<file path="config.mk">
export PLATFORM = sky130hd
export DESIGN_NAME = uop_sequencer
export DESIGN_NICKNAME = d
export VERILOG_FILES = /design/src/rtl/uop_sequencer_pkg.sv /design/src/rtl/uop_bundle_fifo.sv /design/src/rtl/uop_sequencer.sv
export SDC_FILE = /design/constraint.sdc
export NUM_CORES = 1
export LEC_CHECK = 0
export CAP_MARGIN = 20
export CORE_MARGIN = 1
export CORE_UTILIZATION = 55
export CTS_CLUSTER_DIAMETER = 60
export DETAILED_ROUTE_END_ITERATION = 12
export PLACE_DENSITY = 0.8
export SYNTH_ARGS = -nofsm -noshare
export SYNTH_HDL_FRONTEND = slang
export SYNTH_HIERARCHICAL = 1
export SYNTH_SLANG_ARGS = --single-unit
</file>
<file path="constraint.sdc">
create_clock -name clk -period 13 [get_ports clk]
set_clock_uncertainty 0.05 [all_clocks]
set_input_delay 3.25 -clock clk [delete_from_list [all_inputs] [get_ports clk]]
set_output_delay 3.25 -clock clk [all_outputs]
set_load 0.005 [all_outputs]
</file>
<file path="src/rtl/uop_sequencer_pkg.sv">
// Shared types for the uop sequencer slice: ALU sub-instruction, cracked bundle, issue FSM states.
package uop_sequencer_pkg;

    typedef struct packed {
        logic [4:0]  opcode;
        logic [3:0]  dst;
        logic [3:0]  src1;
        logic [3:0]  src2;
        logic [15:0] imm;
    } alu_inp_t;

    localparam int unsigned MAX_SUB_UOPS = 6;

    // Slot 0 sits at the MSB end, matching get_block ordering.
    typedef struct packed {
        logic [2:0]         cnt;
        alu_inp_t [0:5]     slot;
    } uop_bundle_t;

    typedef enum logic {
        IDLE,
        ISSUE
    } issue_state_e;

endpackage

</file>
<file path="src/rtl/uop_bundle_fifo.sv">
// Bundle FIFO for uop_sequencer: storage, extra-MSB pointers, full/empty/one-entry flags.
module uop_bundle_fifo #(
    parameter int unsigned W     = 8,
    parameter int unsigned DEPTH = 2
) (
    input  logic         clk,
    input  logic         rst_n,
    input  logic         clr,
    input  logic         push,
    input  logic [W-1:0] wdata,
    input  logic         pop,
    output logic [W-1:0] rdata,
    output logic         full,
    output logic         empty,
    output logic         one
);
    localparam int unsigned AW = $clog2(DEPTH);

    logic [AW:0]  wr_q, rd_q;
    logic [AW:0]  count;
    logic [W-1:0] mem_q [DEPTH];
    logic         do_push, do_pop;

    assign count   = wr_q - rd_q;
    assign full    = (wr_q[AW] != rd_q[AW]) && (wr_q[AW-1:0] == rd_q[AW-1:0]);
    assign empty   = (wr_q == rd_q);
    assign one     = (count == (AW+1)'(1));
    assign rdata   = mem_q[rd_q[AW-1:0]];
    assign do_push = push && !full;
    assign do_pop  = pop && !empty;

    always_ff @(posedge clk or negedge rst_n) begin
        if (!rst_n) begin
            wr_q <= '0;
            rd_q <= '0;
        end else if (clr) begin
            wr_q <= '0;
            rd_q <= '0;
        end else begin
            if (do_push) wr_q <= wr_q + (AW+1)'(1);
            if (do_pop)  rd_q <= rd_q + (AW+1)'(1);
        end
    end

    always_ff @(posedge clk) begin
        if (do_push) mem_q[wr_q[AW-1:0]] <= wdata;
    end

endmodule

</file>
<file path="src/rtl/uop_sequencer.sv">
// Issues cracked x86 bundles to the ALU one sub-instruction per cycle over valid/ready.
// Optional UOP_SEQ_STATS_EN adds saturating bundle/uop/stall counters.
module uop_sequencer
    import uop_sequencer_pkg::*;
#(
    parameter int unsigned UOP_W    = $bits(alu_inp_t),
    parameter int unsigned MAX_UOPS = MAX_SUB_UOPS,
    parameter int unsigned DEPTH    = 2
) (
    input  logic                      clk,
    input  logic                      reset_n,
    input  logic                      in_valid,
    output logic                      in_ready,
    input  logic [2:0]                in_cnt,
    input  logic [UOP_W*MAX_UOPS-1:0] in_bits,
    input  logic                      flush,
    output logic                      out_valid,
    input  logic                      out_ready,
    output logic [UOP_W-1:0]          out_uop,
    output logic                      out_first,
    output logic                      out_last,
    output logic                      err_cnt
`ifdef UOP_SEQ_STATS_EN
    ,
    output logic [31:0]               stat_bundles,
    output logic [31:0]               stat_uops,
    output logic [31:0]               stat_stall
`endif
);
    localparam int unsigned DW      = UOP_W * MAX_UOPS;
    localparam int unsigned EW      = DW + 3;
    localparam logic [2:0]  MAX_CNT = 3'(MAX_UOPS);

    issue_state_e    state_q, state_d;
    logic [2:0]      idx_q, idx_d;
    logic            err_q;
    logic [EW-1:0]   head;
    logic [2:0]      head_cnt;
    logic [DW-1:0]   head_bits;
    logic [UOP_W-1:0] slot_sel;
    logic            fifo_full, fifo_empty, fifo_one;
    logic            accept, push, fire, pop;

    assign in_ready  = !fifo_full && !flush;
    assign accept    = in_valid && in_ready;
    assign push      = accept && (in_cnt != 3'd0) && (in_cnt <= MAX_CNT);
    assign out_valid = (state_q == ISSUE);
    assign fire      = out_valid && out_ready;
    assign pop       = fire && out_last;
    assign head_cnt  = head[EW-1 -: 3];
    assign head_bits = head[DW-1:0];

    uop_bundle_fifo #(
        .W     (EW),
        .DEPTH (DEPTH)
    ) u_fifo (
        .clk   (clk),
        .rst_n (reset_n),
        .clr   (flush),
        .push  (push),
        .wdata ({in_cnt, in_bits}),
        .pop   (pop),
        .rdata (head),
        .full  (fifo_full),
        .empty (fifo_empty),
        .one   (fifo_one)
    );

    always_comb begin
        slot_sel = '0;
        for (int unsigned i = 0; i < MAX_UOPS; i++) begin
            if (idx_q == 3'(i)) slot_sel = head_bits[(MAX_UOPS-i)*UOP_W-1 -: UOP_W];
        end
    end

    // Outputs are forced to zero when idle so nothing leaks from stale FIFO storage.
    assign out_uop   = out_valid ? slot_sel : '0;
    assign out_first = out_valid && (idx_q == 3'd0);
    assign out_last  = out_valid && (idx_q == head_cnt - 3'd1);
    assign err_cnt   = err_q;

    always_comb begin
        state_d = state_q;
        idx_d   = idx_q;
        if (flush) begin
            state_d = IDLE;
            idx_d   = '0;
        end else begin
            case (state_q)
                IDLE: if (push || !fifo_empty) state_d = ISSUE;
                ISSUE: begin
                    if (fire) begin
                        if (out_last) begin
                            idx_d = '0;
                            if (fifo_one && !push) state_d = IDLE;
                        end else begin
                            idx_d = idx_q + 3'd1;
                        end
                    end
                end
                default: state_d = IDLE;
            endcase
        end
    end

    always_ff @(posedge clk or negedge reset_n) begin
        if (!reset_n) begin
            state_q <= IDLE;
            idx_q   <= '0;
            err_q   <= 1'b0;
        end else begin
            state_q <= state_d;
            idx_q   <= idx_d;
            if (accept && (in_cnt > MAX_CNT)) err_q <= 1'b1;
        end
    end

`ifdef UOP_SEQ_STATS_EN
    logic [31:0] bundles_q, uops_q, stall_q;

    always_ff @(posedge clk or negedge reset_n) begin
        if (!reset_n) begin
            bundles_q <= '0;
            uops_q    <= '0;
            stall_q   <= '0;
        end else begin
            if (push && (bundles_q != '1))                     bundles_q <= bundles_q + 32'd1;
            if (fire && (uops_q != '1))                        uops_q    <= uops_q + 32'd1;
            if (out_valid && !out_ready && (stall_q != '1))    stall_q   <= stall_q + 32'd1;
        end
    end

    assign stat_bundles = bundles_q;
    assign stat_uops    = uops_q;
    assign stat_stall   = stall_q;
`endif

endmodule
</file>
; Word level (Yosys, flattened, before mapping)
; Memory sizes are Yosys's and may differ from the RTL's.
; Cells that the tools add are included.
[totals]
ff_bits = 9
ram_bits = 402
inputBits = 206
out_inout_bits = 38
wordCells = 72
n_memories = 1
[memory_table]
columns = name, depth, width, read_ports, rd_clocked_by_memory_dff, wr, line
row1 = u_fifo.mem_q, 2, 201, 1, 0, 1, uop_bundle_fifo.sv:21  ; logic [W-1:0] mem_q [DEPTH];
[classes]
add_sub_neg = 5
n_lt_le_gt_ge = 2
eq_ne = 10
n_mux = 23
bitwise = 1
n_reduce_logical = 25
[ops]
columns = op, count
row1 = two-way mux 33 bit, 7
row2 = logical AND 1 bit, 13
row3 = two-way mux 3 bit, 4
row4 = two-way mux 2 bit, 4
row5 = nonzero test 2 bit, 4
row6 = two-way mux 1 bit, 7
row7 = "equality test 3 x 2 -> 1 bit, second input constant", 2
row8 = "equality test 3 bit, second input constant", 2
row9 = "adder 2 x 1 -> 2 bit, second input constant", 2
row10 = zero test 1 bit, 4
row11 = "adder 3 x 1 -> 3 bit, second input constant", 1
row12 = "equality test 3 x 1 -> 1 bit, second input constant", 1
row13 = equality test 3 bit, 1
row14 = "greater-than comparator 3 bit, second input constant", 1
row15 = "less-or-equal comparator 3 bit, second input constant", 1
row16 = zero test 3 bit, 1
row17 = nonzero test 3 bit, 1
row18 = "subtractor 3 x 1 -> 3 bit, second input constant", 1
row19 = "equality test 2 x 1 -> 1 bit, second input constant", 1
row20 = equality test 2 bit, 1
row21 = one-hot mux 1 bit (2 select lines), 1
row22 = AND reduction 2 bit, 1
row23 = subtractor 2 bit, 1
row24 = equality test 1 bit, 1
row25 = other kinds (3), 3

; Longest topological paths before layout
; Gate-level depths: netlist (run 1).
[logic_depth]
word_depth = 14
mapped_depth = 11

; Hierarchy
; Netlist (run 1), hierarchy kept.
[by_module_without_submodules]
columns = module, n_inst, cells_each, area_per_inst_um2, seq_area_each_um2
row1 = uop_bundle_fifo, 1, 663, 15253.4, 12171.7
row2 = uop_sequencer, 1, 322, 2387.3, 125.1

; Worst setup path after synthesis (run 1)
; OpenSTA, ideal clock, no wires.
[synth_timing]
path_kind = input to register
from = input port flush
to = memory u_fifo/mem_q[0][0] (netlist name) (enable)
setup_time_ps = 766
arrival_time_ps = 12400
t_required_ps = 12184
path_slack_ps = -216
cell_stages = 6
n_path_buf = 1
cell_sequence = clkbuf_1 nor3b_1 nand3_1 inv_1 o21ai_0 nor2_1
[synth_via]
elab_chain_cells = 8
[synth_rtl]
columns = item, line
row1 = "start, declared", uop_sequencer.sv:16  ; input logic flush,
row2 = zero test 1 bit, uop_sequencer.sv:44  ; assign in_ready = !fifo_full && !flush;
row3 = logical AND 1 bit, uop_sequencer.sv:44
row4 = logical AND 1 bit, uop_sequencer.sv:45  ; assign accept = in_valid && in_ready;
row5 = logical AND 1 bit (2 in series), uop_sequencer.sv:46  ; assign push = accept && (in_cnt != 3'd0) && (in_cnt <= MAX_CNT);
row6 = net push, uop_sequencer.sv:42  ; logic accept, push, fire, pop;
row7 = logical AND 1 bit, uop_bundle_fifo.sv:29  ; assign do_push = push && !full;
row8 = two-way mux 1 bit, uop_bundle_fifo.sv:46  ; if (do_push) mem_q[wr_q[AW-1:0]] <= wdata;
row9 = two-way mux 1 bit (not written as such), uop_bundle_fifo.sv:46
row10 = "end, declared", uop_bundle_fifo.sv:21
; The timed path passes the listed nets, and every way through them passes these cells.

; Worst setup path in the final report (run 1)
[layout_timing]
from = input port flush
to = output port in_ready
[layout_via]
elab_chain_cells = 2
[layout_rtl]
columns = item, line
row1 = zero test 1 bit, uop_sequencer.sv:44
row2 = logical AND 1 bit, uop_sequencer.sv:44
row3 = "end, declared", uop_sequencer.sv:13  ; output logic in_ready,
; No other way between the ends.

==> results by stage, run 1 <==
Status:
- The flow ran to the end, and the final reports show no timing, DRC or antenna violations.

Worst setup path:
- In this design, the critical path's most frequently occurring cell is sky130_fd_sc_hd__clkdlybuf4s50_1.
- On the critical path, the stage with the largest delay is an instance of sky130_fd_sc_hd__clkdlybuf4s50_1.
- Together, buffers and inverters on the worst path number 2.
- The critical path class is primary input to primary output.
- STA classifies the critical path endpoint as a primary output.
- The worst setup path is launched from a primary input.
- The delay of the slowest cell on the worst path is 0.69 ns.
- The critical path goes through clkdlybuf4s50_1 > nor2_1 > clkdlybuf4s50_1.
- STA puts the critical path data required time at 9.70 ns.
- The cell class contributing the biggest share of worst-path delay is buffers and inverters.
- Along the worst path, the maximum fanout reaches 18.
- The endpoint arrival time on the critical path is 4.66 ns.

Layout:
- The final standard cell utilization of the core is 68.2%.
- The area of all placed cells without fillers is 21500 um2.
- The area added between synthesis and finish is 22.0%.
- The fraction of layout instances using a drive strength above 1 is 25.4%.
- The final layout contains 1432 nets.

Synth:
- The sequential area share after synthesis is 69.7%.
- After Yosys synthesis, XOR and XNOR cells account for 0.376% of the synthesized area.
- The predominant post-synthesis flop cell is sky130_fd_sc_hd__edfxtp_1.
- Sorting the synthesized cells by area gives the leading types as sky130_fd_sc_hd__edfxtp_1 (68%), sky130_fd_sc_hd__mux2_4 (8.5%), sky130_fd_sc_hd__mux2_2 (6.4%).
- Of all cell types, the one taking the most synthesized area is sky130_fd_sc_hd__edfxtp_1.
- The simple logic cell fraction of the synthesized area is 2.57%.
- The number of enable flip-flop cells after synthesis is 402.
- The number of distinct library cell variants in the gate-level netlist after synthesis is 43.
- The gate count of the mapped netlist is 985.
- The commonest cells after synthesis are sky130_fd_sc_hd__edfxtp_1 (402), sky130_fd_sc_hd__mux2_2 (101), sky130_fd_sc_hd__mux2_4 (100), sky130_fd_sc_hd__a21oi_1 (67), sky130_fd_sc_hd__inv_1 (43).
- The compound-cell area share of the yosys netlist is 8.21%.
- The register bit count reported by yosys is 411.
- The most common cell in the synthesized netlist is sky130_fd_sc_hd__edfxtp_1.
- After synthesis, the share of flip-flops with an asynchronous set or reset is 2.19%.
- Counting every net in the synthesized netlist gives 1198.
- By area, the combinational part of the netlist is dominated by multiplexers.
- Of the total synthesized cell area, the portion taken by full adders, half adders and majority gates is 0.496%.
- The area of the mapped netlist is 17600 um2.
- Yosys printed 6 warnings.
- The average cell area after synthesis is 17.9 um2.
- The synthesized design devotes to its leading area cell type 68.4% of total area.
- After synthesis, the share of cell area in mux cells is 15.1%.

Drt:
- The routed design has 36900 um of wire.
- The detailed-route wire length per cell is 22.4 um.
- The DRC violations left is 0.
- Before antenna repair, the detailed router went through 5 iterations.
- The final route contains 9683 vias.
- The residual antenna-violating net count after detailed routing is 0.
- The number of design-rule violations left by the first detailed-router iteration is 724.
- Using the TritonRoute via totals, the vias-per-cell ratio works out to 5.87.

Clocking:
- The clock transition at the registers of the reported paths is 0.05 ns.
- The number of buffers inserted during clock tree synthesis is 43.
- The maximum clock insertion buffer count is 3.
- The clock latency at the later pin of the worst-skew pair is 0.51 ns.
- The clock tree root buffer cell is sky130_fd_sc_hd__clkbuf_16.
- The depth of the CTS H-tree is 2.
- After clock tree synthesis, the repair step resized 0 gates.
- The post-CTS setup buffer count is 0.
- The post-cts hold buffer count is 0.
- The number of clock sinks is 411.
- TritonCTS built the clock tree.

Timing:
- The highest attainable clock frequency is 126 MHz.
- Setup repair after global routing left no endpoint under its margin.
- The count of endpoints failing hold in the final timing report is 0.
- The final critical path takes up 61.2% of the cycle.
- The remaining max-slew budget at the tightest pin is 29.7%.
- Adding up every negative setup slack in the final design gives 0 ns.
- The final number of setup-violating endpoints is 0.
- The number of pins with negative max-slew slack in the final report was 0.
- The slew at the pin closest to its max-slew limit is 1.05 ns.
- The time the worst path needs with I/O delays and setup is 7.96 ns.

Run:
- The max-capacitance violation count is 0.

Power:
- Sequential cells account for 51.5% of the total power.
- The power per standard cell area is 138 nW/um2.
- In this run, the clock network consumes 36.9% of the power.
- Per report_power, the combinational group accounts for 11.6% of the total.
- Power comes to 2.97 mW.
- Of the total power, the share spent switching nets is 21.7%.
- The internal portion of the total power is 2.32 mW.
- Across the VDD grid, the largest voltage drop is 0.000114 V.
- Summed over all nets, the switching power comes to 645 uW.
- The analysis attributes to cell leakage a power of 7.26 nW.

Global routing:
- The initial antenna violation count was 9.
- After global routing the overflow that remains totals 0.
- The aggregate global-route resource usage is 22.4%.
- Entering global routing, the biggest net connects 70 pins.
- The via count of the first global-routing pass is 10100.
- The first global-routing pass estimated 56200 um of wire.

Floorplan:
- The overall die area is 32800 um2.
- After floorplanning, the core was sized to cover 31600 um2.
- The die is 181 um wide.
- In this run the count of I/O pins placed on the die edge is 244.
- The height of the die is 181 um.
- The initial utilization of the core area, before any placement, comes to 55.9%.
- The initialized floorplan defines 65 standard-cell rows.

Place:
- The half-perimeter wire length after detailed placement is 22300 um.
- At the end of routability-driven placement, the weighted congestion stood at 0.756.
- Port buffering added 243 buffers.
- The instance area after placement is 20300 um2.

Min path:
- The min-delay analysis places its worst path in the category flop to flop.
power groups by stage:
| stage | Clock [mW] | Sequential, mW | Combinational, mW |
|---|---|---|---|
| floorplan | 0 | 1.56 | 0.200 |
| global placement | 0 | 1.55 | 0.337 |
| detailed placement | 0 | 1.56 | 0.343 |
| CTS | 1.11 | 1.53 | 0.345 |
| global route | 1.17 | 1.53 | 0.366 |
| finish | 1.09 | 1.53 | 0.343 |
registers in the layout, indices dropped and copies added, names as in the netlist:
signal	count
u_fifo/mem_q	402
idx_q	3
u_fifo/rd_q	2
u_fifo/wr_q	2
err_cnt	1
out_valid	1
cells by family (layout without fill, tap and decap cells):
logic type / after synthesis / count (layout)
flip-flops: 411 / 411
multiplexers: 204 / 204
AO/OA/AOI/OAI: 178 / 178
buffers and inverters: 113 / 374
AND/OR/NAND/NOR: 67 / 67
adder cells (fa/ha/maj): 7 / 7
XOR/XNOR: 5 / 5
other: 0 / 2
cell type report:
| class | count | area [um2] |
|---|---|---|
| Inverter | 44 | 165 |
| Timing Repair Buffer | 258 | 2560 |
| Fill cell | 2154 | 10000 |
| Sequential cell | 411 | 12300 |
| Multi-Input combinational cell | 461 | 4750 |
| Tap cell | 402 | 503 |
| Clock buffer | 55 | 1120 |
| Antenna cell | 2 | 5.00 |
| Clock inverter | 17 | 109 |
worst register-to-register path, stage by stage, from the launching register on:
cell	delay, ns
sky130_fd_sc_hd__dfrtp_4	0.97
sky130_fd_sc_hd__ha_1	0.48
sky130_fd_sc_hd__inv_1	0.16
sky130_fd_sc_hd__nor2_1	0.08
sky130_fd_sc_hd__nor3b_1	0.44
sky130_fd_sc_hd__nand3_1	0.18
sky130_fd_sc_hd__inv_1	0.15
sky130_fd_sc_hd__o21ai_0	0.24
sky130_fd_sc_hd__nor2_4	0.16
sky130_fd_sc_hd__buf_4	0.49
sky130_fd_sc_hd__buf_4	0.83
stage by stage:
step                worst slack (ns)  std cells  hold WS (ns)
floorplan                     -0.216        985         0.410
global placement                5.05       1575         0.419
finish                          5.04       1650         0.461
global route                    4.92       1649         0.475
CTS                             5.04       1647         0.476
detailed placement              5.05       1575         0.437
per-layer routing:
metal	vias up	global-route usage, %	routed length (um)	part of all wire (%)
met5	-	0	72	0.19
met4	12	6.54	826	2.2
met3	74	6.05	3050	8.3
met2	340	38.2	18500	50
met1	4868	28.1	14500	39
li1	4389	-	-	-
placed cells by master, fill, tap and decap left out, types with 7 or more instances in the layout:
master	instances
sky130_fd_sc_hd__clkinv_1	7
sky130_fd_sc_hd__dfrtp_1	7
sky130_fd_sc_hd__o22ai_1	33
sky130_fd_sc_hd__clkbuf_16	43
sky130_fd_sc_hd__clkinv_2	7
sky130_fd_sc_hd__buf_4	14
sky130_fd_sc_hd__mux2_2	101
sky130_fd_sc_hd__nor2_1	7
sky130_fd_sc_hd__a221oi_2	30
sky130_fd_sc_hd__a221o_1	33
sky130_fd_sc_hd__clkbuf_1	12
sky130_fd_sc_hd__a21oi_1	67
sky130_fd_sc_hd__clkdlybuf4s50_1	243
sky130_fd_sc_hd__mux2_4	100
sky130_fd_sc_hd__edfxtp_1	402
sky130_fd_sc_hd__nand3b_1	37
sky130_fd_sc_hd__inv_1	42
path summary, 6_finish.rpt:
| path | end | from | slack [ns] | depth (start not counted) |
|---|---|---|---|---|
| setup / recovery | in_ready | flush | 5.04 | 3 |
| setup reg to reg | u_fifo/mem_q[1][81]$_DFFE_PP_ | u_fifo/rd_q[0]$_DFFE_PN0P_ | 8.38 | 10 |
| min in group asynchronous | u_fifo/rd_q[0]$_DFFE_PN0P_ | reset_n | 3.00 | 1 |
| hold / removal | err_cnt$_DFFE_PN0P_ | err_cnt$_DFFE_PN0P_ | 0.46 | 1 |
| hold reg to reg | err_cnt$_DFFE_PN0P_ | err_cnt$_DFFE_PN0P_ | 0.46 | 1 |
| max in group asynchronous | u_fifo/rd_q[0]$_DFFE_PN0P_ | reset_n | 9.56 | 1 |
Note: power is estimated with default switching activity, not from simulation.
==> run 2, diff against run 1 <==
==> constraint.sdc (replaced) <==
create_clock -name clk -period 7.77 [get_ports clk]
set_clock_uncertainty 0.05 [all_clocks]
set_input_delay 1.9425 -clock clk [delete_from_list [all_inputs] [get_ports clk]]
set_output_delay 1.9425 -clock clk [all_outputs]
set_load 0.005 [all_outputs]
==> run 2 against run 1 <==
Sequential power is 67% higher; routed wire length rose by 1.8%; sequential share of layout area fell by 0.47 points; non-clock buffer count decreased by 3; die area unchanged; design area increased by 0.83%; critical path depth rose by 4; global-route usage rose by 0.71 points; final cell count up 0.36%; clock-buffer cell count increased by 5.
==> results by stage, run 2 (synthesized netlist as in run 1, its figures left out) <==
Power:
- The cell leakage power is 7.31 nW.
- The largest vdd supply drop is 0.000206 V.
- The design internal power is 4.00 mW.
- In this run switching power makes up 21.5% of total power.
- Summed over all nets, the switching power comes to 1.09 mW.
- In this run, the combinational gates consume 11.5% of the power.
- Summing internal, switching and leakage power gives 5.09 mW.
- Sequential cells burn 50.1% of the power.
- The clock network fraction of total power is 38.4%.
- Power spread over the standard cell area amounts to 235 nW/um2.

Place:
- OpenSTA, run right after detailed placement, puts the worst setup slack at 2.28 ns.
- The half-perimeter wire length after detailed placement is 23400 um.
- In this run the tool buffered the top-level ports with 243 buffer cells.
- The total instance count after detailed placement is 1573.
- The global placement routability congestion is 0.760.
- The instance area after placement is 20300 um2.

Timing:
- The tightest hold path in the finished design has a slack of 0.421 ns.
- The highest attainable clock frequency is 166 MHz.
- The count of endpoints failing hold in the final timing report was 0.
- The final setup slack of the worst path is 1.73 ns.
- The setup TNS after final layout is 0 ns.
- The share of the clock period used by the worst path after layout is 77.7%.
- The worst pin sits at a relative slew slack of 33.2%.
- For the finished layout, the period the worst path requires is 6.04 ns.
- At the pin with the least slew margin, the transition time is 1.00 ns.
- The number of pins with negative max-slew slack in the final report is 0.
- Setup repair after global routing left no endpoint under its margin.
- Setup violations remaining at the end of the flow were counted as 0.

Floorplan:
- The overall die area is 32800 um2.
- The floorplan die width is 181 um.
- Once the floorplan was initialized, standard cells occupied 55.9% of the core.
- In this run the vertical extent of the chip is 181 um.
- The number of cell rows is 65.
- The total area inside the core boundary comes to 31600 um2.
- The number of top-level pins is 244.

Min path:
- The worst hold path belongs to the class flop to flop.
- The startpoint of the worst hold path is err_cnt$_DFFE_PN0P_.

Clocking:
- The clock latency at the later pin of the worst-skew pair is 0.52 ns.
- The depth of the CTS H-tree is 2.
- The clock transition at the registers of the reported paths is 0.06 ns.
- The number of clock sinks is 411.
- The clock tree root buffer cell is sky130_fd_sc_hd__clkbuf_16.
- TritonCTS built the clock tree.
- Once the clock tree was built, the resizer swapped 0 gates to a different size.
- For this design, the CTS-stage hold fixing added 0 buffers.
- The number of buffers inserted during clock tree synthesis is 43.
- The maximum clock insertion buffer count is 3.
- The post-CTS setup buffer count is 0.

Worst setup path:
- The count of cell instances traversed by the critical path is 7.
- The depth of the worst register-to-register path is 10.
- The startpoint of the most critical register-to-register path is u_fifo/rd_q[0]$_DFFE_PN0P_.
- The cell class contributing the biggest share of worst-path delay is compound AO/OA/AOI/OAI gates.
- Among all stages on the critical path, the largest delay is contributed by sky130_fd_sc_hd__o21a_2.
- The largest single stage delay on the critical path is 0.85 ns.
- The worst setup path is launched from a flop.
- Along the worst path, the maximum fanout reaches 40.
- The worst setup path is of the flop to primary output kind.
- Data arrives at the worst endpoint at 4.05 ns.
- The critical path endpoint is out_uop[12].
- The worst register-to-register path has a setup slack of 3.18 ns.
- Traced cell by cell, the critical path runs through inv_1 > ha_2 > buf_4 > o21a_2 > a21oi_1 > a221oi_2 > clkdlybuf4s50_1.
- The worst setup path startpoint is idx_q[1]$_DFFE_PN0P_.
- The end of the worst register-to-register path is u_fifo/mem_q[1][15]$_DFFE_PP_.
- The buffering stage count on the worst path with inverters included is 3.
- The nature of the critical path endpoint is a primary output.
- The data required time of the worst path is 5.78 ns.

Drt:
- Dividing the detail-routed via count by the number of cells gives 5.83.
- The number of design-rule violations left by the first detailed-router iteration is 804.
- The post-detailed-routing wire length is 37600 um.
- In the routed design, unresolved DRC markers number 0.
- After detailed routing, the average wire length per cell comes to 22.7 um.
- For this block, the via count after detailed routing is 9661.
- The number of search-and-repair iterations in the first detailed-routing pass is 5.
- The detail route stage leaves a number of antenna-violating nets equal to 0.

Global routing:
- The largest net degree at the start of global routing is 108.
- The wire length of the first global-routing pass is 57700 um.
- The initial antenna violation count came to 9.
- The via count of the first global-routing pass is 10100.
- Global routing used 23.1% of the available tracks across all layers.
- For this run the aggregate overflow at the end of global routing stands at 0.

Run:
- The max-capacitance violation count is 0.

Layout:
- In the layout the commonest cells are sky130_fd_sc_hd__edfxtp_1 (402), sky130_fd_sc_hd__clkdlybuf4s50_1 (243), sky130_fd_sc_hd__mux2_2 (101).
- Across the whole layout, storage elements account for 12300 um2.
- The number of nets at the end of the flow is 1429.
- The register with the most flip-flops in the layout has 402 of them.
- After routing the design area is 21700 um2.
- Cells with a size suffix above 1 make up 25.4% of the layout.
- At the end of the flow the core is filled with cells to 68.8%.
- From synthesis to final layout, the design area changed by 23.0%.
- The multi-input combinational cell area is 4750 um2.
- The number of fill cells in the layout is 2061.
- The commonest non-fill, non-tap cell in the layout is sky130_fd_sc_hd__edfxtp_1.
- The count of cells in the finished layout, fillers not included, comes to 1656.

Status:
- The run finished with clean final reports.
run 2: cell types whose count changed in the layout (fill, tap and decap cells not counted), sizes merged:
cell / previous run / this run
buf: 15 / 12
bufinv: 1 / 3
clkbuf: 55 / 60
clkinv: 15 / 12
clkinvlp: 0 / 2
diode: 2 / 5
run 2: per-layer routing:
metal | global-route usage [%] | routed length, um
met3 | 5.64 | 2950
met5 | 0 | 41
met2 | 38.6 | 18600
met4 | 6.47 | 727
met1 | 30.2 | 15300
run 2: layout make-up:
type | count | share of cell area, %
clock buffer | 60 | 5.45
sequential | 411 | 56.7
multi-input combinational | 461 | 21.9
antenna | 5 | 0.0577
clock inverter | 18 | 0.767
tap | 402 | 2.32
timing repair buffer | 255 | 12.0
inverter | 44 | 0.761
run 2: power by group through the flow:
stage,Combinational (mW),Sequential (mW),Clock [mW]
global placement,0.575,2.59,0
CTS,0.587,2.55,1.99
finish,0.584,2.55,1.96
floorplan,0.335,2.61,0
global route,0.624,2.56,2.09
detailed placement,0.583,2.60,0
run 2: how the worst min path moves through the flow:
stage,endpoint,slack [ns],cells past startpoint
after floorplan,err_cnt$_DFFE_PN0P_,0.41,1
after global placement,err_cnt$_DFFE_PN0P_,0.41,1
after detailed placement,err_cnt$_DFFE_PN0P_,0.42,1
after CTS,err_cnt$_DFFE_PN0P_,0.43,1
after global routing,err_cnt$_DFFE_PN0P_,0.46,1
final,err_cnt$_DFFE_PN0P_,0.42,1
